**src/rtl/spi_frame_watchdog.sv**
```systemverilog
`default_nettype none
// ============================================================================
//  Module      : spi_frame_watchdog
//  Description : Validates SPI frames by header, latches joint commands,
//                enables and digital outputs, and zeroes them when no valid
//                frame arrives within TIMEOUT_CYCLES clock cycles.
//  Revision    : 1.0  initial release
// ============================================================================
module spi_frame_watchdog #(
    parameter int          NUM_JOINTS     = 5,
    parameter int unsigned TIMEOUT_CYCLES = 4800000,
    parameter logic [31:0] HEADER         = 32'h74697277
) (
    input  logic                     clk,
    input  logic                     rst,
    input  logic                     i_rx_strobe,
    input  logic [31:0]              i_rx_header,
    input  logic [NUM_JOINTS*32-1:0] i_rx_joint_cmd,
    input  logic [7:0]               i_rx_enable,
    input  logic [7:0]               i_rx_dout,
    output logic [NUM_JOINTS*32-1:0] o_joint_cmd,
    output logic [7:0]               o_joint_enable,
    output logic [7:0]               o_dout,
    output logic                     o_link_ok,
    output logic [15:0]              o_frame_count,
    output logic [7:0]               o_error_count,
    output logic [7:0]               o_timeout_count
);

    // Last watchdog value before the link is declared lost.
    localparam logic [31:0] c_WDOG_LAST = TIMEOUT_CYCLES - 32'd1;

    typedef enum logic [1:0] {
        ST_IDLE    = 2'd0,
        ST_ACTIVE  = 2'd1,
        ST_TIMEOUT = 2'd2
    } state_t;

    state_t                     r_state;
    logic [31:0]                r_wdog;
    logic [NUM_JOINTS*32-1:0]   r_joint_cmd;
    logic [7:0]                 r_joint_enable;
    logic [7:0]                 r_dout;
    logic [15:0]                r_frame_count;
    logic [7:0]                 r_error_count;
    logic [7:0]                 r_timeout_count;

    logic w_header_ok;
    logic w_accept;
    logic w_reject;
    logic w_expire;

    assign w_header_ok = (i_rx_header == HEADER);
    assign w_accept    = i_rx_strobe & w_header_ok;
    assign w_reject    = i_rx_strobe & ~w_header_ok;
    // Only an ACTIVE link can expire; an accept in the same cycle takes priority.
    assign w_expire    = (r_state == ST_ACTIVE) && (r_wdog == c_WDOG_LAST);

    // Link state machine, watchdog counter, latched data and statistics.
    always_ff @(posedge clk or posedge rst) begin
        if (rst) begin
            r_state         <= ST_IDLE;
            r_wdog          <= 32'd0;
            r_joint_cmd     <= '0;
            r_joint_enable  <= 8'd0;
            r_dout          <= 8'd0;
            r_frame_count   <= 16'd0;
            r_error_count   <= 8'd0;
            r_timeout_count <= 8'd0;
        end else if (w_accept) begin
            r_state        <= ST_ACTIVE;
            r_wdog         <= 32'd0;
            r_joint_cmd    <= i_rx_joint_cmd;
            r_joint_enable <= i_rx_enable;
            r_dout         <= i_rx_dout;
            r_frame_count  <= r_frame_count + 16'd1;
        end else begin
            if (w_reject && (r_error_count != 8'hFF)) begin
                r_error_count <= r_error_count + 8'd1;
            end
            if (w_expire) begin
                // Counter stays at its last value so it never passes the limit.
                r_state        <= ST_TIMEOUT;
                r_joint_cmd    <= '0;
                r_joint_enable <= 8'd0;
                r_dout         <= 8'd0;
                if (r_timeout_count != 8'hFF) begin
                    r_timeout_count <= r_timeout_count + 8'd1;
                end
            end else if (r_state == ST_ACTIVE) begin
                r_wdog <= r_wdog + 32'd1;
            end
        end
    end

    assign o_joint_cmd     = r_joint_cmd;
    assign o_joint_enable  = r_joint_enable;
    assign o_dout          = r_dout;
    assign o_link_ok       = (r_state == ST_ACTIVE);
    assign o_frame_count   = r_frame_count;
    assign o_error_count   = r_error_count;
    assign o_timeout_count = r_timeout_count;

endmodule
`default_nettype wire

```
**config.mk**
```make
export PLATFORM = sky130hd
export DESIGN_NAME = spi_frame_watchdog
export DESIGN_NICKNAME = d
export VERILOG_FILES = /design/src/rtl/spi_frame_watchdog.sv
export SDC_FILE = /design/constraint.sdc
export NUM_CORES = 1
export LEC_CHECK = 0
export BUFFER_PORTS_ARGS = -buffer_cell sky130_fd_sc_hd__buf_2
export CORE_AREA = 2 2 164 166
export DETAILED_ROUTE_END_ITERATION = 7
export DIE_AREA = 0 0 166 168
export PLACE_DENSITY = 0.74
export SYNTH_ARGS = -nofsm -noshare
export SYNTH_HDL_FRONTEND = slang
export SYNTH_SLANG_ARGS = --single-unit
```
**constraint.sdc**
```tcl
create_clock -name clk -period 20.5 [get_ports clk]
set_input_delay 6.15 -clock clk [delete_from_list [all_inputs] [get_ports clk]]
set_output_delay 6.15 -clock clk [all_outputs]
set_load 0.02 [all_outputs]
```
Word level (Yosys, flattened, before mapping)
Index checks and enable logic that the tools add are counted.
{"block": "op_classes", "addsub": 4, "eq_ne": 6, "n_mux": 10, "bitwise": 4, "n_reduce_logical": 7}
{"op": "$mux W160", "n": 2}
{"op": "$mux W32", "n": 3}
{"op": "$add A32 B1 Y32 const B", "n": 1}
{"op": "$eq A32 B23 Y1 const B", "n": 1}
{"op": "$eq A32 B31 Y1 const B", "n": 1}
{"op": "$mux W8", "n": 3}
{"op": "$add A16 B1 Y16 const B", "n": 1}
{"op": "$add A8 B1 Y8 const B", "n": 2}
{"op": "$ne A8 B8 Y1 const B", "n": 2}
{"op": "$mux W2", "n": 2}
{"op": "$reduce_and A2 Y1", "n": 2}
{"op": "$reduce_bool A2 Y1", "n": 2}
{"op": "$reduce_and A3 Y1", "n": 1}
{"op": "$and A1 B1 Y1", "n": 2}
{"op": "$eq A2 B1 Y1 const B", "n": 1}
{"op": "$logic_and A1 B1 Y1", "n": 2}
{"op": "$ne A2 B2 Y1 const B", "n": 1}
{"op": "$not A1 Y1", "n": 2}
{"block": "totals", "ff_bits": 242, "in_bits": 211, "out_inout_bits": 209, "word_cells": 39}

Logic depth before layout (Yosys ltp)
{"block": "logic_depth", "ltp_word": 5, "depth_mapped": 9, "ltp_nobuf": 6}

Worst setup path after synthesis
Ideal clock, no wire load.
{"block": "synth_timing", "kind": "input-to-reg", "startpoint": "input i_rx_header[25]", "endpoint": "register r_state[1]", "setup_time_ns": 0.132, "arrival_time_ns": 7.960, "required_ns": 20.368, "setup_slack_ns": 12.408, "cell_stages": 7, "path_buffers": 3, "cell_sequence": "or4b_1 > nor4_1 > and3_1 > buf_2 > buf_2 > buf_1 > nor2_1"}
{"block": "synth_between", "elab_chain_cells": 3, "elab_cells_between_ends": 4, "classes_between": "eq/ne (1); mux (1); bitwise (1); reduce/logical (1)"}
{"item": "from (decl)", "line_no": "17", "rtl": "input logic [31:0] i_rx_header,"}
{"item": "$eq A32 B31 Y1 (*)", "line_no": "53", "rtl": "assign w_header_ok = (i_rx_header == HEADER);"}
{"item": "$and A1 B1 Y1 (*)", "line_no": "54", "rtl": "assign w_accept = i_rx_strobe & w_header_ok;"}
{"item": "$mux W2 or $reduce_bool A2 Y1 (tied branches)"}
{"item": "to (signal assigned)", "line_no": "62", "rtl": "r_state <= ST_IDLE;"}
{"item": "to (signal assigned)", "line_no": "71", "rtl": "r_state <= ST_ACTIVE;"}
{"item": "to (signal assigned)", "line_no": "83", "rtl": "r_state <= ST_TIMEOUT;"}
{"item": "to (decl)", "line_no": "39", "rtl": "state_t r_state;"}
Mark *: on every way between the ends. The rest lies on a longest branch, timed or not.
A chain may end at the register's enable or synchronous reset.

Worst setup path after layout
{"block": "layout_timing", "startpoint": "input i_rx_header[4]", "endpoint": "register r_joint_cmd[159] (netlist: o_joint_cmd[159])"}
{"block": "layout_between", "elab_chain_cells": 3, "elab_cells_between_ends": 4, "classes_between": "eq/ne (1); mux (1); bitwise (1); reduce/logical (1)"}
{"item": "$eq A32 B31 Y1 (*)", "line_no": "53"}
{"item": "$and A1 B1 Y1 (*)", "line_no": "54"}
{"item": "$mux W160 or $reduce_bool A2 Y1 (tied branches)"}
{"item": "to (signal assigned)", "line_no": "73", "rtl": "r_joint_cmd <= i_rx_joint_cmd;"}
{"item": "to (decl)", "line_no": "41", "rtl": "logic [NUM_JOINTS*32-1:0] r_joint_cmd;"}
Marks and branches as above.

==> impl_metrics.tcl <==
set metrics [dict create \
    outcome "completed" \
    max-slew-margin-rel 0.310 \
    hold-path-endpoint "o_frame_count[15]" \
    use_met3 0.0411 \
    min_path_cells 1 \
    syn_area_sq_mm 0.00972 \
    grt-ovfl-total 0 \
    post_drt_via_cell_ratio 5.29 \
    cts_tree "yes" \
    finalWirelength_um 27700 \
    die_h_um 168 \
    final.min_clock_period_ns 8.86 \
    cts_root_buf "clkbuf_16" \
    setup_tns_ns 0 \
    antenna_found_initial 3 \
    clk_path_buf_depth 3 \
    grt_use_total 0.189 \
    top_usage_layer "met2" \
    skew_ns 0.0151 \
    ys_seq_area_frac 0.623 \
    clk_latency_ns 0.52 \
    worstMarginPinSlew_ns 1.03 \
    worstHoldStart "o_frame_count[15]" \
    syn_inst 748 \
    ys_warn_count 0 \
    setup_viol 0 \
    die-area_sq_mm 0.0279 \
    yosys.cell_types.count 44 \
    worst_r2r_path_depth 8 \
    mostFrequentLayoutCells "419 x buf_2, 242 x dfrtp_1, 176 x a22o_1" \
    drive_gt1_frac 0.414 \
    drt_iter0_drc 518 \
    cellPowerDensity_mw_per_mm2 80.0 \
    dp.cells 1463 \
    fmax_ghz 0.113 \
    drc 0 \
    wl_per_cell_um 18.3 \
    io-pin-count 420 \
    grt_use_met2 0.309 \
    syn_nets 963 \
    reg2reg_from "r_wdog[0]" \
    fin_nets 1364 \
    critical_path.max_fanout 72 \
    met1_usage 0.250 \
    ctsResizeCount 0 \
    ant_nets 0 \
    htreeDepth 1 \
    hpwl_um 19500 \
    vias 7996 \
    cts.sinks 242 \
    die_x_um 166 \
    clkTransAtPathRegs_ns 0.06 \
    finalHoldViolCount 0 \
    core_sq_mm 0.0264 \
    reg2reg_slack_ns 16.86 \
    drv_cap 0 \
    power_leakage_nw 6.86 \
    rows 60 \
    syn_avg_cell_area_sq_um 13.0 \
    hold_buffers 0 \
    grt_max_degree 103 \
    layout_commonest_cell "buf_2" \
    timing.hold.ws_ns 0.480 \
    crit_required_ns 20.96 \
    cp-end-kind "flip-flop" \
    grt_pass1_vias 7612 \
    worstSetupStartpointType "input port" \
    initial_core_util 0.369 \
    cts_buffers 25 \
    gp_congestion 0.807 \
    period_share 0.432 \
    critPathArrivalTime_ns 9.32 \
    r2r_end "o_joint_cmd[159]" \
    final_cell_count_no_fill 1511 \
    firstDrtPassIters 5 \
    port_buffers 419 \
    hold_class "flip-flop to flip-flop" \
    drv_slew 0 \
    ir_drop_v 0.0000780 \
    rsz0062_at_grt "false" \
    syn_to_final_growth_pct 32.1 \
    post_cts_buffers 0 \
    grt_pass1_wl_um 42700 \
    critical_path_class "input port to flip-flop" \
    ys_ff_latch 242 \
]
[cell families (layout without fill, tap and decap cells)]
| group | count (synthesis) | after routing | synth area share |
|---|---|---|---|
| compound gates | 224 | 224 | 0.188 |
| xor+xnor | 35 | 35 | 0.0316 |
| fa+ha+maj | 4 | 4 | 0.00515 |
| buf+inv | 61 | 481 | 0.0410 |
| flops | 242 | 242 | 0.623 |
| mux | 4 | 4 | 0.00464 |
| other cells | 0 | 2 | 0 |
| simple gates | 178 | 178 | 0.107 |
[routing by layer]
metal | part of all wire | up-vias | routed length [um]
met2 | 0.48 | 334 | 13400
li1 | - | 3661 | -
met1 | 0.42 | 3937 | 11500
met5 | 0.00047 | - | 13
met4 | 0.032 | 2 | 893
met3 | 0.068 | 62 | 1890
[metrics by stage]
step	utilization	worst slack (ns)	total power, mW	area, sq um
floorplan	-	7.71	0.525	9720
global placement	0.454	11.15	0.559	12000
detailed placement	0.454	11.14	0.560	12000
CTS	0.487	11.71	1.04	12800
global route	0.487	11.48	1.07	12800
finish	0.487	11.64	1.03	12800
[worst max path at each step]
| stage | from | to | slack, ns | cells past startpoint |
|---|---|---|---|---|
| 2_1_floorplan | rst | o_dout[0] | 7.71 | 1 |
| 3_3_place_gp | i_rx_header[25] | o_joint_enable[3] | 11.15 | 8 |
| 3_5_place_dp | i_rx_header[4] | o_joint_cmd[159] | 11.14 | 8 |
| 4_1_cts | i_rx_header[25] | o_joint_cmd[1] | 11.71 | 8 |
| 5_1_grt | i_rx_header[25] | o_dout[5] | 11.48 | 8 |
| 6_report | i_rx_header[4] | o_joint_cmd[159] | 11.64 | 8 |
[synthesized netlist by cell type (all sizes together)]
master	n	area (sq um)
dfrtp	242	6060
a22o	176	1540
buf	42	327
nand3	28	140
nand4	26	163
nand2	23	86.3
nor2	23	88.8
xor2	20	175
a21oi	19	95.1
xnor2	15	131
o21ai	14	70.1
nor4	12	75.1
clkbuf	11	41.3
or3	11	68.8
nor3	10	61.3
or4	10	78.8
inv	8	30.0
and3	7	43.8
o31ai	6	45.0
and2	4	25.0
and4	4	35.0
ha	4	50.1
mux2	4	45.0
nand4b	4	35.0
nand4bb	4	45.0
nand2b	3	18.8
nor4b	3	26.3
o211ai	3	22.5
or2	3	18.8
or4b	2	20.0
a221oi	1	8.76
a31oi	1	6.26
nand3b	1	7.51
o21a	1	7.51
o311ai	1	8.76
o31a	1	8.76
o41ai	1	8.76
[flip-flops by register name (all words and copies together), names as in the netlist]
| name | count |
|---|---|
| o_dout | 8 |
| o_error_count | 8 |
| o_frame_count | 16 |
| o_joint_cmd | 160 |
| o_joint_enable | 8 |
| o_timeout_count | 8 |
| r_state | 2 |
| r_wdog | 32 |
[critical path, stage by stage]
cell and delay [ns]:
buf_2 0.12, nand4b_1 0.16, nor4_1 0.13, and3_4 0.30, nor2_4 0.67, buf_4 0.69
buf_4 0.70, a22o_1 0.24
[area by class of cell]
type	instances	area, sq um
Antenna cell	2	5.00
Sequential cell	242	6060
Inverter	8	37.5
Tap cell	341	427
Timing Repair Buffer	427	2160
Clock buffer	30	684
Clock inverter	16	193
Multi-Input combinational cell	445	3280
Fill cell	2356	13500
[where the power goes]
part | internal (mW) | switching (mW) | leakage, nW | total [mW]
registers | 0.484 | 0.00891 | 3.19 | 0.493
logic | 0.0260 | 0.0316 | 3.23 | 0.0576
clock network | 0.289 | 0.188 | 0.440 | 0.477
total | 0.799 | 0.228 | 6.86 | 1.03
No activity file was read; power rests on OpenSTA's default activity.
